## src/rtl/corr_peak_trigger_if.sv

```systemverilog
// Bus between the correlator sum stage, the peak trigger and its report consumer.
// master = correlator/consumer side, slave = corr_peak_trigger.
interface corr_peak_trigger_if;
    logic        corr_valid;
    logic [10:0] corr0;
    logic [10:0] corr1;
    logic [10:0] corr2;
    logic [10:0] corr3;
    logic [10:0] threshold;
    logic        enable;
    logic        trig_ack;
    logic        trig_valid;
    logic [10:0] peak_value;
    logic [1:0]  peak_index;
    logic [7:0]  peak_cycle;
    logic        busy;
    logic [15:0] missed_count;

    modport master (
        output corr_valid, corr0, corr1, corr2, corr3, threshold, enable, trig_ack,
        input  trig_valid, peak_value, peak_index, peak_cycle, busy, missed_count
    );

    modport slave (
        input  corr_valid, corr0, corr1, corr2, corr3, threshold, enable, trig_ack,
        output trig_valid, peak_value, peak_index, peak_cycle, busy, missed_count
    );
endinterface

```

## src/rtl/corr_peak_trigger.sv

```systemverilog
// Threshold trigger with windowed peak search over four correlator outputs.
// Optional missed-crossing counter is built when CORR_PEAK_MISSED_COUNT_EN is defined.
module corr_peak_trigger #(
    parameter int WINDOW_LEN  = 8,
    parameter int HOLDOFF_LEN = 16
) (
    input  logic               clk,
    input  logic               rst,
    corr_peak_trigger_if.slave bus
);
    typedef enum logic [1:0] {ARMED, WINDOW, REPORT, HOLDOFF} state_t;

    localparam logic [7:0]  WIN_INIT  = 8'(WINDOW_LEN - 1);
    localparam logic [15:0] HOLD_INIT = 16'(HOLDOFF_LEN - 1);

    logic             s_valid_q;
    logic [3:0][10:0] s_corr_q;

    state_t      state_q;
    logic        trig_valid_q;
    logic        busy_q;
    logic [10:0] peak_value_q;
    logic [1:0]  peak_index_q;
    logic [7:0]  peak_cycle_q;
    logic [7:0]  offset_q;
    logic [7:0]  win_cnt_q;
    logic [15:0] hold_cnt_q;

    logic [10:0] max_val_d;
    logic [1:0]  max_idx_d;
    logic        crossing_d;

    // NOTE: sequential state uses <= so every register samples the pre-edge values of the others.
    always_ff @(posedge clk) begin
        if (rst) begin
            s_valid_q <= 1'b0;
            s_corr_q  <= '0;
        end else begin
            s_valid_q <= bus.corr_valid;
            s_corr_q  <= {bus.corr3, bus.corr2, bus.corr1, bus.corr0};
        end
    end

    // NOTE: defaults assigned first so no path through the block leaves a value held, which would infer a latch.
    always_comb begin
        max_val_d = s_corr_q[0];
        max_idx_d = 2'd0;
        for (int i = 1; i < 4; i++) begin
            if (s_corr_q[i] > max_val_d) begin
                max_val_d = s_corr_q[i];
                max_idx_d = 2'(i);
            end
        end
    end

    assign crossing_d = s_valid_q && (max_val_d >= bus.threshold);

    always_ff @(posedge clk) begin
        if (rst) begin
            state_q      <= ARMED;
            trig_valid_q <= 1'b0;
            busy_q       <= 1'b0;
            peak_value_q <= '0;
            peak_index_q <= '0;
            peak_cycle_q <= '0;
            offset_q     <= '0;
            win_cnt_q    <= '0;
            hold_cnt_q   <= '0;
        end else begin
            case (state_q)
                ARMED: begin
                    if (bus.enable && crossing_d) begin
                        peak_value_q <= max_val_d;
                        peak_index_q <= max_idx_d;
                        peak_cycle_q <= 8'd0;
                        offset_q     <= 8'd0;
                        win_cnt_q    <= WIN_INIT;
                        busy_q       <= 1'b1;
                        if (WINDOW_LEN == 1) begin
                            state_q      <= REPORT;
                            trig_valid_q <= 1'b1;
                        end else begin
                            state_q <= WINDOW;
                        end
                    end
                end
                WINDOW: begin
                    if (!bus.enable) begin
                        state_q <= ARMED;
                        busy_q  <= 1'b0;
                    end else if (s_valid_q) begin
                        offset_q  <= offset_q + 8'd1;
                        win_cnt_q <= win_cnt_q - 8'd1;
                        // Strictly greater: an equal later sample never displaces the earlier peak.
                        if (max_val_d > peak_value_q) begin
                            peak_value_q <= max_val_d;
                            peak_index_q <= max_idx_d;
                            peak_cycle_q <= offset_q + 8'd1;
                        end
                        if (win_cnt_q == 8'd1) begin
                            state_q      <= REPORT;
                            trig_valid_q <= 1'b1;
                        end
                    end
                end
                REPORT: begin
                    if (bus.trig_ack) begin
                        trig_valid_q <= 1'b0;
                        hold_cnt_q   <= HOLD_INIT;
                        if (HOLDOFF_LEN == 0) begin
                            state_q <= ARMED;
                            busy_q  <= 1'b0;
                        end else begin
                            state_q <= HOLDOFF;
                        end
                    end
                end
                HOLDOFF: begin
                    if (hold_cnt_q == 16'd0) begin
                        state_q <= ARMED;
                        busy_q  <= 1'b0;
                    end else begin
                        hold_cnt_q <= hold_cnt_q - 16'd1;
                    end
                end
                default: begin
                    state_q <= ARMED;
                    busy_q  <= 1'b0;
                end
            endcase
        end
    end

    assign bus.trig_valid = trig_valid_q;
    assign bus.peak_value = peak_value_q;
    assign bus.peak_index = peak_index_q;
    assign bus.peak_cycle = peak_cycle_q;
    assign bus.busy       = busy_q;

`ifdef CORR_PEAK_MISSED_COUNT_EN
    logic [15:0] missed_q;

    always_ff @(posedge clk) begin
        if (rst) begin
            missed_q <= '0;
        end else if (crossing_d && (state_q == REPORT || state_q == HOLDOFF)
                     && missed_q != 16'hFFFF) begin
            missed_q <= missed_q + 16'd1;
        end
    end

    assign bus.missed_count = missed_q;
`else
    assign bus.missed_count = 16'h0000;
`endif
endmodule
```

## src/flat_wrapper.sv

```systemverilog
// flat-port wrapper written by rule: the top's interface ports become plain ports
module corr_peak_trigger_flat 
#(
    parameter int WINDOW_LEN  = 8,
    parameter int HOLDOFF_LEN = 16
)
  (clk, rst, bus_corr_valid, bus_corr0, bus_corr1, bus_corr2, bus_corr3, bus_threshold, bus_enable, bus_trig_ack, bus_trig_valid, bus_peak_value, bus_peak_index, bus_peak_cycle, bus_busy, bus_missed_count);
  corr_peak_trigger_if bus_i ();
  input  logic clk;
  input  logic rst;
  input wire logic [$bits(bus_i.corr_valid)-1:0] bus_corr_valid;
  input wire logic [$bits(bus_i.corr0)-1:0] bus_corr0;
  input wire logic [$bits(bus_i.corr1)-1:0] bus_corr1;
  input wire logic [$bits(bus_i.corr2)-1:0] bus_corr2;
  input wire logic [$bits(bus_i.corr3)-1:0] bus_corr3;
  input wire logic [$bits(bus_i.threshold)-1:0] bus_threshold;
  input wire logic [$bits(bus_i.enable)-1:0] bus_enable;
  input wire logic [$bits(bus_i.trig_ack)-1:0] bus_trig_ack;
  output wire logic [$bits(bus_i.trig_valid)-1:0] bus_trig_valid;
  output wire logic [$bits(bus_i.peak_value)-1:0] bus_peak_value;
  output wire logic [$bits(bus_i.peak_index)-1:0] bus_peak_index;
  output wire logic [$bits(bus_i.peak_cycle)-1:0] bus_peak_cycle;
  output wire logic [$bits(bus_i.busy)-1:0] bus_busy;
  output wire logic [$bits(bus_i.missed_count)-1:0] bus_missed_count;
  assign bus_i.corr_valid = bus_corr_valid;
  assign bus_i.corr0 = bus_corr0;
  assign bus_i.corr1 = bus_corr1;
  assign bus_i.corr2 = bus_corr2;
  assign bus_i.corr3 = bus_corr3;
  assign bus_i.threshold = bus_threshold;
  assign bus_i.enable = bus_enable;
  assign bus_i.trig_ack = bus_trig_ack;
  assign bus_trig_valid = bus_i.trig_valid;
  assign bus_peak_value = bus_i.peak_value;
  assign bus_peak_index = bus_i.peak_index;
  assign bus_peak_cycle = bus_i.peak_cycle;
  assign bus_busy = bus_i.busy;
  assign bus_missed_count = bus_i.missed_count;
  corr_peak_trigger #(.WINDOW_LEN(WINDOW_LEN), .HOLDOFF_LEN(HOLDOFF_LEN)) u_core (.clk(clk), .rst(rst), .bus(bus_i));
endmodule
```

## config.mk

```make
export PLATFORM = sky130hd
export DESIGN_NAME = corr_peak_trigger_flat
export DESIGN_NICKNAME = d
export VERILOG_FILES = /design/src/rtl/corr_peak_trigger_if.sv /design/src/rtl/corr_peak_trigger.sv /design/src/flat_wrapper.sv
export SDC_FILE = /design/constraint.sdc
export NUM_CORES = 1
export LEC_CHECK = 0
export ABC_AREA = 0
export CORE_MARGIN = 3
export CORE_UTILIZATION = 30
export DETAILED_ROUTE_END_ITERATION = 10
export PLACE_DENSITY = 0.59
export SYNTH_ARGS = -nofsm -noshare
export SYNTH_HDL_FRONTEND = slang
export SYNTH_SLANG_ARGS = --single-unit
```

## constraint.sdc

```tcl
create_clock -name clk -period 13 [get_ports clk]
set_input_delay 3.25 -clock clk [delete_from_list [all_inputs] [get_ports clk]]
set_output_delay 3.25 -clock clk [all_outputs]
set_load 0.05 [all_outputs]
```

After elaboration in Yosys (flattened, before gate mapping):

Index checks and enable logic that the tools add are counted.

* logic and storage cells: 98
* output and inout port bits: 39
* register bits: 102
* bits of input ports: 60

* order comparisons: 5
* equal/unequal tests: 15
* $add $sub $neg: 3
* mux-type cells: 47
* reduce and logical (&&, ||, !) cells: 14

Operator list (number)
* 2-to-1 mux 11 bit: 7
* 2-to-1 mux 8 bit: 9
* one-hot mux 8 bit (2 select lines): 3
* greater-than comparator 11 bit: 4
* 2-to-1 mux 16 bit: 2
* one-hot mux 16 bit (2 select lines): 1
* 2-to-1 mux 2 bit: 12
* one-hot mux 11 bit (2 select lines): 1
* zero test 16 bit: 1
* subtractor 16 x 1 -> 16 bit, second input constant: 1
* AND reduction 5 bit: 3
* greater-or-equal comparator 11 bit: 1
* inequality test 2 x 1 -> 1 bit, second input constant: 5
* adder 8 x 1 -> 8 bit, second input constant: 1
* equality test 8 x 1 -> 1 bit, second input constant: 1
* 2-to-1 mux 1 bit: 8
* inequality test 2 bit, second input constant: 4
* one-hot mux 2 bit (4 select lines): 1
* AND reduction 4 bit: 2
* subtractor 8 x 1 -> 8 bit, second input constant: 1
* inequality test 3 x 2 -> 1 bit, second input constant: 2
* nonzero test 2 bit: 3
* equality test 2 bit, second input constant: 2
* one-hot mux 2 bit (2 select lines): 1
* other kinds (7): 8

Depth between registers and ports, before layout:

* depth after elaboration: 11
* depth in mapped cells: 38
* depth with buffers taken out: 34

Worst setup path after synthesis:

Ideal clock, no wire load.

* path type: register -> register
* start: register u_core.s_corr_q[2] in the netlist's numbering
* end: register u_core.peak_value_q[0], in the netlist u_core.bus.peak_value[0]
* library setup time: 0.134 ns
* stages on the path, launching flop included: 38
* data required time: 12.866 ns
* setup slack: 5.734 ns
* period minus slack after synthesis: 7.266 ns
* buffers on the path: 5
* arrival time: 7.132 ns
* path through: dfxtp_1 inv_1 ha_1 a21oi_1 a211oi_2 a2111oi_4 nor2_4 buf_4 mux2i_1 ha_1 a21o_1 a21o_1 a221o_1 a31o_4 a211o_2 nand2_4 buf_6 o21ai_0 [2 not listed] o21a_1 o21ai_0 a21oi_1 o21ai_0 a31o_2 clkbuf_1 a31oi_1 ha_1 nand2b_1 a21o_1 a21o_1 a211oi_1 o21bai_1 and2_1 clkbuf_1 clkbuf_1 nor3_1 a211oi_1

* cells in the longest elaborated chain, start to end: 11
* elaborated cells between the ends (all ways): 18
* classes of those cells: 5 x order compare; 2 x eq/ne; 8 x mux; 3 x reduce/logical

RTL lines
* start: declaration: RTL line corr_peak_trigger.sv:17 `logic [3:0][10:0] s_corr_q;`
* start signal: assignment: RTL line corr_peak_trigger.sv:40 `s_corr_q <= {bus.corr3, bus.corr2, bus.corr1, bus.corr0};`
* greater-than comparator 11 bit: RTL line corr_peak_trigger.sv:49 `if (s_corr_q[i] > max_val_d) begin`
* 2-to-1 mux 11 bit (*): RTL line corr_peak_trigger.sv:49
* greater-than comparator 11 bit: RTL line corr_peak_trigger.sv:49
* 2-to-1 mux 11 bit (*): RTL line corr_peak_trigger.sv:49
* greater-than comparator 11 bit: RTL line corr_peak_trigger.sv:49
* 2-to-1 mux 11 bit (*): RTL line corr_peak_trigger.sv:49
* greater-or-equal comparator 11 bit: RTL line corr_peak_trigger.sv:56 `assign crossing_d = s_valid_q && (max_val_d >= bus.threshold);`
* logical AND 1 bit: RTL line corr_peak_trigger.sv:56
* logical AND 1 bit: RTL line corr_peak_trigger.sv:72 `if (bus.enable && crossing_d) begin`
* inequality test 2 x 1 -> 1 bit (no source line)
* AND reduction 5 bit (no source line)
* end signal: assignment: RTL line corr_peak_trigger.sv:73 `peak_value_q <= max_val_d;`
* end signal: assignment: RTL line corr_peak_trigger.sv:96 `peak_value_q <= max_val_d;`
* end: declaration: RTL line corr_peak_trigger.sv:22 `logic [10:0] peak_value_q;`

Every way passes the cells marked *; elsewhere a longest branch is shown, timed or not. The select of a mux whose other input is x is not followed.
A chain may end at the register's enable or synchronous reset.

Worst setup path in the final report:

* start: register u_core.s_corr_q[8] in the netlist's numbering
* end: register u_core.peak_value_q[0], in the netlist u_core.bus.peak_value[0]

The elaborated chain is that of the path after synthesis.

==> results.yml <==
worst_setup_path:
  critPathMaxFanout: 15
  cpMaxStageDelayCell: "nor2_4"
  worst-endpoint-arrival_ns: 8.52
  r2r-start: "u_core.s_corr_q[8]"
  required_ns: 13.26
  end_kind: "flip-flop"
  worstSetupPathType: "reg -> reg"
  max_stage_delay_ns: 0.47
  cp_top_family: "compound AO/OA/AOI/OAI gates"
  reg2reg_slack_ns: 4.74
  r2r_cells: 32
  worst_setup_path_start_kind: "flip-flop"
  critPathBufInv: 1
  rr_endpoint: "u_core.bus.peak_value[0]"
global_route:
  grt_use_met2_pct: 23.0
  grt_pass1_vias: 4464
  grt_start_max_net_pins: 88
  antenna_found_initial: 0
  busiest_layer: "met2"
  grt-ovfl-total: 0
  grt_usage_pct: 13.7
  grt_use_met3_pct: 3.21
  grt_pass1_wl_um: 22600
  met1_usage_pct: 17.9
hold_path:
  min_path_type: "reg -> reg"
  holdPathEnd: "u_core.bus.peak_cycle[0]"
  worstHoldPathCells: 2
  hold_path_startpoint: "u_core.bus.peak_cycle[0]"
logic_synthesis:
  synth_edf_count: 0
  syn_inst: 663
  ys_types: 60
  synth_seq_cells: 102
  syn_area_sq_um: 5740
  postSynthAreaPerCell_sq_um: 8.66
  synth_area_leader_cell: "dfxtp_1"
  synth.area.top_cells: "dfxtp_1 (36%), ha_1 (13%), nor2b_1 (5.8%)"
  yosys_warnings: 0
  ys.flop_type: "dfxtp_1"
  ys_seq_area_share_pct: 35.5
  synth_top_area_share_pct: 35.5
  synth-async-reset-ratio_pct: 0
placement:
  hpwl_um: 10800
  port-buffer-count: 82
  place_congestion: 0.845
  pre_cts_ws_ns: 4.79
power:
  p_clk_share_pct: 29.6
  seqPwrFrac_pct: 38.7
  vdd_drop_max_mv: 0.0682
  power.density_nw_per_um2: 125
  static-leakage-power_nw: 2.83
  swShare_pct: 34.5
  intPower_mw: 0.571
  power.total_mw: 0.871
  pwr-share-comb_pct: 31.7
  p_sw_mw: 0.300
clocking:
  h-tree-depth: 3
  post_cts_buffers: 0
  root_buffer: "clkbuf_16"
  cts_tree: "yes"
  cts_buffers: 9
  insertion_delay_ns: 0.36
  cts.sinks: 102
  cts_resized: 0
  path_clk_slew_ns: 0.08
  hold_buffers: 0
  cts_buffer_depth: 2
timing:
  finClkSkew_ns: 0.0115
  maxClockFrequency_mhz: 121
  fin_tns_setup_ns: 0
  rsz0062_at_grt: "no"
  slew_headroom_pct: 41.1
  drv_slew: 0
  fin_crit_ns: 8.26
  period_share_pct: 63.5
  setup_ws_ns: 4.74
  hold_viol: 0
  tightestPinTransition_ns: 0.883
  finalSetupViolations: 0
finish:
  seqCellArea_sq_um: 2040
  nets: 852
  syn2layout_area_growth_pct: 21.4
  mostFrequentLayoutCells: "dfxtp_1 (102), clkdlybuf4s50_1 (81), ha_1 (58)"
  fillers: 1902
  antennaDiodeCount: 0
  multi_input_area_sq_um: 3350
  final_common_cell: "dfxtp_1"
  drive_gt1_share_pct: 4.74
routing:
  firstDrtPassIters: 5
  num_vias: 4635
  drt_iter0_drc: 300
  antenna_left: 0
  routed_wl_um: 13800
  routedWlPerCell_um: 14.3
  drcViolationCount: 0
  viasPerCell: 4.79
outcome:
  status: "finished, final reports clean"
die:
  rows: 49
  start_util_pct: 31.2
  design.core.area_sq_um: 18400
  io_pins: 99
  die_area_sq_um: 20800
  fp.dieH_um: 144
  die-width_um: 144
job:
  cap_violations: 0
## synth_stat cells (all sizes together), types with 2 or more instances
cell / count
mux2: 2
o31ai: 3
a21o: 10
o21ai: 41
and2: 2
and3: 2
nand2b: 5
o211ai: 9
ha: 58
nand3b: 5
a21oi: 42
nand4: 11
o21a: 3
a31o: 3
clkbuf: 18
nor2b: 53
dfxtp: 102
nor3: 21
inv: 50
nand3: 20
xor2: 17
nor2: 46
a311oi: 10
and4: 2
nand2: 40
buf: 20
xnor2: 5
a31oi: 6
o21bai: 3
mux2i: 17
or4: 6
or3: 6
a211oi: 10
## cell type report
type	instances	area share [%]
sequential	102	29.3
inverter	50	2.69
tap	229	4.11
clock buffer	9	3.23
clock inverter	7	0.789
multi-input combinational	488	48.1
timing repair buffer	83	11.8
## layer usage
layer | vias to the layer above | share of wire, %
met5 | - | 0
met1 | 2102 | 47
met2 | 87 | 48
met4 | 0 | 0.84
met3 | 8 | 3.9
li1 | 2438 | -
## metrics by stage
stage / util (%) / area, sq um / hold WS (ns) / std cells
5_1_grt: 37.9 / 6970 / 0.506 / 968
6_report: 37.9 / 6970 / 0.474 / 968
2_1_floorplan: - / 5800 / 0.452 / 678
3_3_place_gp: 36.4 / 6690 / 0.461 / 952
3_5_place_dp: 36.4 / 6690 / 0.464 / 952
4_1_cts: 37.9 / 6970 / 0.474 / 968
## cells by family (layout without fill, tap and decap cells)
family,after synthesis,in the layout,share of synthesized area [%]
other,1,16,0.0653
AOI/OAI and AO/OA,149,149,17.4
muxes,19,19,3.42
DFF,102,102,35.5
and+or+nand+nor,224,224,20.6
xor gates and xnor gates,22,22,3.35
buffers and inverters,88,149,7.04
adders and majority gates,58,58,12.6
## state kept, by name (all words and copies together), names as in the netlist, named ones only
name and cells:
u_core.s_corr_q 44, u_core.win_cnt_q 8, u_core.bus.busy 1, u_core.bus.peak_value 11, u_core.bus.trig_valid 1, u_core.state_q 1
u_core.bus.peak_index 2, u_core.bus.peak_cycle 8, u_core.s_valid_q 1, u_core.hold_cnt_q 16, u_core.offset_q 8
## tightest hold or removal path: stages (launching register included)
cell     delay [ns]
dfxtp_1        0.31
nand3_1        0.06
a21oi_1        0.06
## power groups by stage
stage	clock (mW)	sequential [mW]	combinational, mW
2_1_floorplan	0	0.349	0.199
3_3_place_gp	0	0.344	0.274
3_5_place_dp	0	0.344	0.276
4_1_cts	0.266	0.337	0.278
5_1_grt	0.279	0.338	0.310
6_report	0.258	0.337	0.276
## how the worst max path moves through the flow
stage,cells after the start,endpoint,startpoint
5_1_grt,32,u_core.bus.peak_value[0],u_core.s_corr_q[5]
3_5_place_dp,32,u_core.bus.peak_value[6],u_core.s_corr_q[5]
6_report,32,u_core.bus.peak_value[0],u_core.s_corr_q[8]
3_3_place_gp,32,u_core.bus.peak_value[9],u_core.s_corr_q[5]
2_1_floorplan,37,u_core.bus.peak_value[0],u_core.s_corr_q[2]
4_1_cts,32,u_core.bus.peak_value[6],u_core.s_corr_q[5]
No activity file was read; power rests on OpenSTA's default activity.
